[src/rtl/mul_func_unit_pkg.sv]
// Shared widths, issue/CDB payload types and multiply opcode decode for the
// out-of-order core's multiply functional unit.
package Purple_Jade_pkg;

  localparam int WORD_SIZE_P  = 16;
  localparam int NUM_PHYS_REG = 64;
  localparam int ROB_ENTRY    = 16;
  localparam int MUL_FU       = 2;

  localparam int PREG_W    = $clog2(NUM_PHYS_REG);
  localparam int ROB_IDX_W = $clog2(ROB_ENTRY);
  localparam int OPC_W     = 7;

  localparam logic [OPC_W-1:0] OPC_MUL   = 7'h10;
  localparam logic [OPC_W-1:0] OPC_MULH  = 7'h11;
  localparam logic [OPC_W-1:0] OPC_MULHU = 7'h13;

  typedef enum logic [1:0] {
    MOP_NONE = 2'd0,
    MOP_LO   = 2'd1,
    MOP_HI   = 2'd2
  } mul_op_e;

  typedef struct packed {
    logic [OPC_W-1:0]       opcode;
    logic [WORD_SIZE_P-1:0] source_1_data;
    logic [WORD_SIZE_P-1:0] source2_imm_data;
    logic [PREG_W-1:0]      dest_id;
    logic [ROB_IDX_W-1:0]   rob_dest;
    logic                   w_v;
  } issued_instruction_t;

  typedef struct packed {
    logic [PREG_W-1:0]      dest;
    logic [WORD_SIZE_P-1:0] result;
  } CDB_t;

  typedef struct packed {
    logic [PREG_W-1:0]    dest;
    logic [ROB_IDX_W-1:0] rob;
    logic                 w_v;
    mul_op_e              op;
  } mul_meta_t;

  // Unknown opcodes still retire, but with a zero result.
  function automatic mul_op_e decode_mul_op(input logic [OPC_W-1:0] opc);
    case (opc)
      OPC_MUL:             return MOP_LO;
      OPC_MULH, OPC_MULHU: return MOP_HI;
      default:             return MOP_NONE;
    endcase
  endfunction

endpackage

[src/rtl/mul_func_unit_if.sv]
// Issue-lane input and CDB/ROB completion outputs of the multiply unit.
interface mul_func_unit_if;
  import Purple_Jade_pkg::*;

  issued_instruction_t  instruction_i;
  logic                 valid_i;
  logic                 flush_i;
  CDB_t                 cdb_o;
  logic                 cdb_v_o;
  logic                 rob_done_v_o;
  logic [ROB_IDX_W-1:0] rob_idx_o;

  modport master (
    output instruction_i, valid_i, flush_i,
    input  cdb_o, cdb_v_o, rob_done_v_o, rob_idx_o
  );

  modport slave (
    input  instruction_i, valid_i, flush_i,
    output cdb_o, cdb_v_o, rob_done_v_o, rob_idx_o
  );

endinterface

[src/rtl/mul_func_unit_pipe_core.sv]
// Full-width multiplier split into MUL_STAGES-1 register stages; each stage
// adds the partial product of one slice of operand B into the accumulator.
module mul_pipe_core #(
  parameter int MUL_STAGES = 3,
  parameter int WIDTH_P    = 16
) (
  input  logic                   i_clk,
  input  logic [WIDTH_P-1:0]     i_op_a,
  input  logic [WIDTH_P-1:0]     i_op_b,
  input  logic                   i_signed,
  output logic [2*WIDTH_P-1:0]   o_product
);

  localparam int N  = MUL_STAGES - 1;
  localparam int PW = 2 * WIDTH_P;
  localparam int CH = (PW + N - 1) / N;
  localparam int BW = N * CH;

  logic [PW-1:0] w_a_ext;
  logic [PW-1:0] w_b_sx;
  logic [BW-1:0] w_b_ext;

  // Extending both operands to 2W makes the low 2W product bits exact for
  // signed and unsigned operation alike.
  assign w_a_ext = {{WIDTH_P{i_signed & i_op_a[WIDTH_P-1]}}, i_op_a};
  assign w_b_sx  = {{WIDTH_P{i_signed & i_op_b[WIDTH_P-1]}}, i_op_b};
  assign w_b_ext = BW'(w_b_sx);

  for (genvar k = 0; k < N; k++) begin : g_stage
    localparam int BIN_W = BW - k * CH;

    logic [PW-1:0]    w_a_in;
    logic [BIN_W-1:0] w_b_in;
    logic [PW-1:0]    w_acc_in;
    logic [PW-1:0]    w_slice;
    logic [PW-1:0]    r_acc;

    if (k == 0) begin : g_head
      assign w_a_in   = w_a_ext;
      assign w_b_in   = w_b_ext;
      assign w_acc_in = '0;
    end else begin : g_tail
      assign w_a_in   = g_stage[k-1].g_fwd.r_a;
      assign w_b_in   = g_stage[k-1].g_fwd.r_b;
      assign w_acc_in = g_stage[k-1].r_acc;
    end

    assign w_slice = PW'(w_b_in[CH-1:0]);

    always_ff @(posedge i_clk) begin
      r_acc <= w_acc_in + (w_a_in * w_slice);
    end

    // A is pre-shifted so the next slice's partial product lands in place.
    if (k < N - 1) begin : g_fwd
      logic [PW-1:0]       r_a;
      logic [BIN_W-CH-1:0] r_b;

      always_ff @(posedge i_clk) begin
        r_a <= w_a_in << CH;
        r_b <= w_b_in[BIN_W-1:CH];
      end
    end
  end

  assign o_product = g_stage[N-1].r_acc;

endmodule

[src/rtl/mul_func_unit.sv]
// Fixed-latency, never-stalling multiply unit fed by the issue table; carries
// instruction metadata alongside the multiplier and registers CDB/ROB outputs.
module mul_func_unit #(
  parameter int MUL_STAGES  = 3,
  parameter int WORD_SIZE_P = Purple_Jade_pkg::WORD_SIZE_P
) (
  input  logic           clk_i,
  input  logic           reset_i,
  mul_func_unit_if.slave bus
);
  import Purple_Jade_pkg::*;

  localparam int LAST = MUL_STAGES - 2;

  logic                     r_v    [MUL_STAGES-1];
  mul_meta_t                r_meta [MUL_STAGES-1];
  logic [2*WORD_SIZE_P-1:0] w_product;
  logic                     w_signed;
  logic                     w_last_v;
  mul_meta_t                w_last;
  logic [WORD_SIZE_P-1:0]   w_result;

  CDB_t                     r_cdb;
  logic                     r_cdb_v;
  logic                     r_done;
  logic [ROB_IDX_W-1:0]     r_rob_idx;

  assign w_signed = (bus.instruction_i.opcode != OPC_MULHU);

  mul_pipe_core #(
    .MUL_STAGES (MUL_STAGES),
    .WIDTH_P    (WORD_SIZE_P)
  ) u_core (
    .i_clk     (clk_i),
    .i_op_a    (bus.instruction_i.source_1_data),
    .i_op_b    (bus.instruction_i.source2_imm_data),
    .i_signed  (w_signed),
    .o_product (w_product)
  );

  always_ff @(posedge clk_i) begin
    if (!reset_i || bus.flush_i) begin
      for (int k = 0; k < MUL_STAGES - 1; k++) r_v[k] <= 1'b0;
    end else begin
      r_v[0] <= bus.valid_i;
      for (int k = 1; k < MUL_STAGES - 1; k++) r_v[k] <= r_v[k-1];
    end
  end

  // Payload travels unconditionally; only the valids are killed.
  always_ff @(posedge clk_i) begin
    r_meta[0] <= '{dest: bus.instruction_i.dest_id,
                   rob:  bus.instruction_i.rob_dest,
                   w_v:  bus.instruction_i.w_v,
                   op:   decode_mul_op(bus.instruction_i.opcode)};
    for (int k = 1; k < MUL_STAGES - 1; k++) r_meta[k] <= r_meta[k-1];
  end

  assign w_last_v = r_v[LAST];
  assign w_last   = r_meta[LAST];

  always_comb begin
    w_result = '0;
    case (w_last.op)
      MOP_LO:  w_result = w_product[WORD_SIZE_P-1:0];
      MOP_HI:  w_result = w_product[2*WORD_SIZE_P-1:WORD_SIZE_P];
      default: w_result = '0;
    endcase
  end

  // Idle CDB is driven to zero so tag 0 never matches a waiting source.
  always_ff @(posedge clk_i) begin
    if (!reset_i || bus.flush_i) begin
      r_cdb     <= '0;
      r_cdb_v   <= 1'b0;
      r_done    <= 1'b0;
      r_rob_idx <= '0;
    end else begin
      r_done    <= w_last_v;
      r_cdb_v   <= w_last_v & w_last.w_v;
      r_rob_idx <= w_last_v ? w_last.rob : '0;
      if (w_last_v && w_last.w_v) begin
        r_cdb <= '{dest: w_last.dest, result: w_result};
      end else begin
        r_cdb <= '0;
      end
    end
  end

  assign bus.cdb_o        = r_cdb;
  assign bus.cdb_v_o      = r_cdb_v;
  assign bus.rob_done_v_o = r_done;
  assign bus.rob_idx_o    = r_rob_idx;

endmodule

[src/flat_wrapper.sv]
// flat-port wrapper written by rule: the top's interface ports become plain ports
module mul_func_unit_flat import Purple_Jade_pkg::*;
#(
  parameter int MUL_STAGES  = 3,
  parameter int WORD_SIZE_P = Purple_Jade_pkg::WORD_SIZE_P
)
  (clk_i, reset_i, bus_instruction_i, bus_valid_i, bus_flush_i, bus_cdb_o, bus_cdb_v_o, bus_rob_done_v_o, bus_rob_idx_o);
  mul_func_unit_if bus_i ();
  input  logic clk_i;
  input  logic reset_i;
  input wire logic [$bits(bus_i.instruction_i)-1:0] bus_instruction_i;
  input wire logic [$bits(bus_i.valid_i)-1:0] bus_valid_i;
  input wire logic [$bits(bus_i.flush_i)-1:0] bus_flush_i;
  output wire logic [$bits(bus_i.cdb_o)-1:0] bus_cdb_o;
  output wire logic [$bits(bus_i.cdb_v_o)-1:0] bus_cdb_v_o;
  output wire logic [$bits(bus_i.rob_done_v_o)-1:0] bus_rob_done_v_o;
  output wire logic [$bits(bus_i.rob_idx_o)-1:0] bus_rob_idx_o;
  assign bus_i.instruction_i = bus_instruction_i;
  assign bus_i.valid_i = bus_valid_i;
  assign bus_i.flush_i = bus_flush_i;
  assign bus_cdb_o = bus_i.cdb_o;
  assign bus_cdb_v_o = bus_i.cdb_v_o;
  assign bus_rob_done_v_o = bus_i.rob_done_v_o;
  assign bus_rob_idx_o = bus_i.rob_idx_o;
  mul_func_unit #(.MUL_STAGES(MUL_STAGES), .WORD_SIZE_P(WORD_SIZE_P)) u_core (.clk_i(clk_i), .reset_i(reset_i), .bus(bus_i));
endmodule
[config.mk]
export PLATFORM = sky130hd
export DESIGN_NAME = mul_func_unit_flat
export DESIGN_NICKNAME = d
export VERILOG_FILES = /design/src/rtl/mul_func_unit_pkg.sv /design/src/rtl/mul_func_unit_if.sv /design/src/rtl/mul_func_unit_pipe_core.sv /design/src/rtl/mul_func_unit.sv /design/src/flat_wrapper.sv
export SDC_FILE = /design/constraint.sdc
export NUM_CORES = 1
export LEC_CHECK = 0
export CORE_ASPECT_RATIO = 0.6
export CORE_MARGIN = 5
export CORE_UTILIZATION = 43
export CTS_CLUSTER_DIAMETER = 120
export DETAILED_ROUTE_END_ITERATION = 7
export SYNTH_ARGS = -nofsm -noshare
export SYNTH_HDL_FRONTEND = slang
export SYNTH_SLANG_ARGS = --single-unit
[constraint.sdc]
create_clock -name clk_i -period 8.95 [get_ports clk_i]
set_input_delay 0.895 -clock clk_i [delete_from_list [all_inputs] [get_ports clk_i]]
set_output_delay 0.895 -clock clk_i [all_outputs]
set_load 0.005 [all_outputs]
==> results_tabular.tex, run 1 <==
\begin{tabular}{lr}
\hline
Metric & Value \\
\hline
\multicolumn{2}{l}{\textbf{Outcome}} \\
\quad Outcome & finished, final reports clean \\
\multicolumn{2}{l}{\textbf{Route}} \\
\quad Avg Vias per Cell & 4.724 \\
\quad Wire length per cell after detailed routing & 16.30 microns \\
\quad Number of DRC violations after detailed routing & 0 \\
\quad Iteration count of the initial detailed-routing pass & 5 \\
\quad Antenna Violating Nets Remaining & 0 \\
\quad 1st-iter DRT viols & 597 \\
\quad WL final & 33010 microns \\
\quad Via count & 9567 \\
\multicolumn{2}{l}{\textbf{Critical path}} \\
\quad R2r startpoint & u\_core.u\_core.g\_stage[0].g\_fwd.r\_b[0]\$\_DFF\_P\_ \\
\quad FF-to-FF End & u\_core.u\_core.o\_product[30]\$\_DFF\_P\_ \\
\quad Setup slack on the worst flop-to-flop path & 5.16 ns \\
\quad Slowest stage cell, crit path & sky130\_fd\_sc\_hd\_\_fa\_1 \\
\quad Cell family contributing the most delay on the critical path & adder cells \\
\quad Sort of element at the end of the critical path & flip-flop \\
\quad Number of cell instances on the worst register-to-register path & 15 \\
\quad Number of buffers and inverters on the critical path & 6 \\
\quad Setup Crit Path Kind & in2reg \\
\quad Required @ worst endpoint & 9.24 ns \\
\quad Delay of the slowest critical-path stage & 0.65 ns \\
\quad Critical path startpoint category & input pin \\
\quad Critical path fanouts, max & 12 \\
\quad Most used cell, CP & sky130\_fd\_sc\_hd\_\_fa\_1 \\
\quad Data arrival time of the critical path & 7.98 ns \\
\multicolumn{2}{l}{\textbf{Yosys}} \\
\quad FF+latch count, synth & 137 \\
\quad Cell types with the highest counts after synthesis & 352 x sky130\_fd\_sc\_hd\_\_inv\_1, 262 x sky130\_fd\_sc\_hd\_\_fa\_1, 159 x sky130\_fd\_sc\_hd\_\_nand2\_1 \\
\quad Share of the synthesized area in the top cell type & 0.3672 \\
\quad Syn. warnings & 0 \\
\quad Post-synthesis area per instance & 9.522 sq um \\
\quad Cell variety after synth & 51 \\
\quad Mapped Nets & 1919 \\
\quad Proportion of register bits with asynchronous set or reset after synthesis & 0 \\
\quad Count of flip-flops with a built-in enable after synthesis & 0 \\
\quad Top-count cell post-synth & sky130\_fd\_sc\_hd\_\_inv\_1 \\
\quad Synth top area cells & sky130\_fd\_sc\_hd\_\_fa\_1 37\%, sky130\_fd\_sc\_hd\_\_dfxtp\_1 19\%, sky130\_fd\_sc\_hd\_\_inv\_1 9.3\%, sky130\_fd\_sc\_hd\_\_ha\_1 9.0\%, sky130\_fd\_sc\_hd\_\_and2\_1 6.2\% \\
\quad Cells after Synth & 1500 \\
\quad Largest area contributor in the netlist & sky130\_fd\_sc\_hd\_\_fa\_1 \\
\quad Portion of the post-synthesis area used by sequential elements & 0.1920 \\
\quad Synthesized cell area & 0.01428 sq mm \\
\quad Top flip-flop cell by instance count after synthesis & sky130\_fd\_sc\_hd\_\_dfxtp\_1 \\
\multicolumn{2}{l}{\textbf{Cells and area}} \\
\quad Area growth syn-to-layout & 13.31\% \\
\quad Share of cells above drive strength 1 & 0.03683 \\
\quad Number of antenna repair diodes & 0 \\
\quad Number of nets at the end of the flow & 1981 \\
\quad Layout Cell Area excl Fill & 0.01619 sq mm \\
\multicolumn{2}{l}{\textbf{Die}} \\
\quad Initial core utilization & 0.4380 \\
\quad Row count & 51 \\
\quad Std-Cell Core Area & 0.03261 sq mm \\
\quad Io pins & 82 \\
\quad Area of the die & 0.03708 sq mm \\
\quad Vertical die dimension & 151.2 microns \\
\quad Die X-Extent & 245.3 microns \\
\multicolumn{2}{l}{\textbf{Placed design}} \\
\quad Gpl congestion & 0.8543 \\
\quad Place WS & 0.8386 ns \\
\quad Dpl cell area & 0.01555 sq mm \\
\quad \# port buffers & 81 \\
\quad Post-detailed-placement half-perimeter wirelength & 27260 microns \\
\multicolumn{2}{l}{\textbf{Global routing}} \\
\quad Leftover overflow at the end of global routing & 0 \\
\quad Pin count of the biggest net entering global routing & 25 \\
\quad GRT Util Overall & 0.1884 \\
\quad Initial antenna violation count & 4 \\
\quad Via count of the first global-routing pass & 10120 \\
\quad Wire length of the first global-routing pass & 54790 microns \\
\multicolumn{2}{l}{\textbf{STA}} \\
\quad Final TNS setup & 0 ns \\
\quad RSZ-0062 raised after global routing & false \\
\quad Minimum clock period & 7.692 ns \\
\quad Setup clock skew after layout & 0.006892 ns \\
\quad Final setup slack of the worst path & 1.258 ns \\
\quad Final hold violations & 0 \\
\quad Pin slew with the least headroom to its limit & 1.062 ns \\
\quad Highest clock frequency the design can meet & 130.0 MHz \\
\quad Final Cycle Share & 0.8594 \\
\quad Total setup violations reported at the end of the flow & 0 \\
\quad Number of max-slew violations in the final report & 0 \\
\quad Slew HR & 0.2897 \\
\multicolumn{2}{l}{\textbf{Hold path}} \\
\quad Sink of the worst hold path & u\_core.r\_meta[0][19]\$\_DFF\_P\_ \\
\quad Critical hold path startpoint & u\_core.r\_meta[0][6]\$\_DFF\_P\_ \\
\quad Path category of the worst min-delay check & reg2reg \\
\quad Depth of the worst hold-timing path & 0 \\
\multicolumn{2}{l}{\textbf{Clocking}} \\
\quad Clock network latency to the later pin of the worst-skew pair & 0.41 ns \\
\quad CTS Sinks & 137 \\
\quad Setup Buffers After CTS & 0 \\
\quad Number of H-tree branching levels & 4 \\
\quad Buffer levels on the longest clock path & 2 \\
\quad Post-CTS clock slew at the launch and capture registers of the worst setup and hold paths & 0.06 ns \\
\quad TritonCTS clock tree & done \\
\quad Hold\_buf cts & 0 \\
\quad Number of buffers inserted during clock tree synthesis & 17 \\
\quad Clock root buffer & sky130\_fd\_sc\_hd\_\_clkbuf\_16 \\
\quad Resized cells post-CTS & 0 \\
\multicolumn{2}{l}{\textbf{Flow run}} \\
\quad \# Max-Cap Violations & 0 \\
\hline
\end{tabular}
[registers in the layout, indices dropped and copies added, names as in the netlist]
signal,count
u_core.bus.cdb_o,22
u_core.bus.cdb_v_o,1
u_core.bus.rob_done_v_o,1
u_core.bus.rob_idx_o,4
u_core.r_meta,26
u_core.r_v,2
u_core.u_core.g_stage.g_fwd.r_a,16
u_core.u_core.g_stage.g_fwd.r_b,1
u_core.u_core.g_stage.r_acc,32
u_core.u_core.o_product,32
[cell type report]
type / count / area, sq um
clock inverter: 13 / 191.4
fill: 3020 / 16420
inverter: 352 / 1321
timing repair buffer: 91 / 885.9
multi-input combinational: 963 / 10040
sequential: 137 / 2743
clock buffer: 19 / 442.9
tap: 450 / 563.0
[metal layers]
layer	global-route usage	wire, microns	up-vias
met5	0	0	-
met2	0.2671	12920	244
met3	0.03792	2367	15
li1	-	-	4574
met4	0.02719	189	0
met1	0.3022	17530	4734
[worst max-delay path by stage]
stage | startpoint | end | slack [ns] | cells after the start
6_report | bus_instruction_i[48] | u_core.u_core.g_stage[0].r_acc[31]$_DFF_P_ | 1.26 | 25
5_1_grt | bus_instruction_i[48] | u_core.u_core.g_stage[0].r_acc[31]$_DFF_P_ | 0.88 | 25
4_1_cts | bus_instruction_i[48] | u_core.u_core.g_stage[0].r_acc[31]$_DFF_P_ | 1.28 | 25
3_5_place_dp | bus_instruction_i[48] | u_core.u_core.g_stage[0].r_acc[31]$_DFF_P_ | 0.84 | 25
3_3_place_gp | bus_instruction_i[48] | u_core.u_core.g_stage[0].r_acc[31]$_DFF_P_ | 1.02 | 25
2_1_floorplan | bus_instruction_i[48] | u_core.u_core.g_stage[0].r_acc[31]$_DFF_P_ | 1.99 | 25
[per-stage QoR]
| stage | hold slack (ns) | util | instances |
|---|---|---|---|
| global route | 0.3288 | 0.4964 | 2025 |
| finish | 0.3200 | 0.4964 | 2025 |
| global placement | 0.3105 | 0.4769 | 1993 |
| CTS | 0.3217 | 0.4964 | 2025 |
| floorplan | 0.3096 | - | 1500 |
| detailed placement | 0.3121 | 0.4769 | 1993 |
[layout by cell type (no fill, tap or decap), types with 3 or more instances in the layout]
master and n:
sky130_fd_sc_hd__xor2_1 21, sky130_fd_sc_hd__and3_1 15, sky130_fd_sc_hd__a21o_1 11, sky130_fd_sc_hd__clkdlybuf4s50_1 81, sky130_fd_sc_hd__clkbuf_16 17, sky130_fd_sc_hd__fa_1 262, sky130_fd_sc_hd__or3_1 8, sky130_fd_sc_hd__a22oi_1 18
sky130_fd_sc_hd__inv_6 3, sky130_fd_sc_hd__nand2_1 159, sky130_fd_sc_hd__o21bai_1 5, sky130_fd_sc_hd__bufinv_16 4, sky130_fd_sc_hd__o21a_1 7, sky130_fd_sc_hd__a21oi_1 28, sky130_fd_sc_hd__o21ai_1 7, sky130_fd_sc_hd__nand2b_1 10
sky130_fd_sc_hd__nor3_1 3, sky130_fd_sc_hd__and2_1 141, sky130_fd_sc_hd__dfxtp_1 137, sky130_fd_sc_hd__xnor2_1 48, sky130_fd_sc_hd__a211oi_1 4, sky130_fd_sc_hd__buf_4 10, sky130_fd_sc_hd__clkinvlp_4 3, sky130_fd_sc_hd__nand3_1 6
sky130_fd_sc_hd__o21ai_0 18, sky130_fd_sc_hd__nor4_1 6, sky130_fd_sc_hd__nor2_1 39, sky130_fd_sc_hd__a21o_2 4, sky130_fd_sc_hd__inv_1 352, sky130_fd_sc_hd__ha_1 103, sky130_fd_sc_hd__nor2b_1 10
[kinds of logic after synthesis]
family                   count (synthesis)  synth area share
XOR/XNOR                                69           0.04231
AND/OR/NAND/NOR                        408            0.1442
buffers and inverters                  400            0.1052
AO/OA/AOI/OAI                          121           0.05887
adder cells (fa/ha/maj)                365            0.4574
flip-flops                             137            0.1920
[worst reg2reg max path, cell delays in order, from the launching register on]
cell and delay (ns):
sky130_fd_sc_hd__dfxtp_1 0.63, sky130_fd_sc_hd__nor2b_1 0.22, sky130_fd_sc_hd__ha_1 0.20, sky130_fd_sc_hd__nand2_1 0.08, sky130_fd_sc_hd__or3_1 0.40, sky130_fd_sc_hd__or2_2 0.32
sky130_fd_sc_hd__or3_1 0.30, sky130_fd_sc_hd__and3_1 0.17, sky130_fd_sc_hd__ha_1 0.34, sky130_fd_sc_hd__nand3_1 0.11, sky130_fd_sc_hd__nand2_1 0.05, sky130_fd_sc_hd__a41oi_1 0.23
sky130_fd_sc_hd__a21oi_1 0.14, sky130_fd_sc_hd__a21o_1 0.20, sky130_fd_sc_hd__a21oi_1 0.17, sky130_fd_sc_hd__xnor2_1 0.15
Power of run 1 is not shown: default switching activity piles up to over one toggle a cycle in this logic, so the estimate is an artifact.
==> run 2, diff against run 1 <==
TNS_END_PERCENT = 50   (was default)
==> results of run 2 <==
Final layout, timing and power as in run 1 (identical DEF).
Power of run 2 is left out for the same reason.
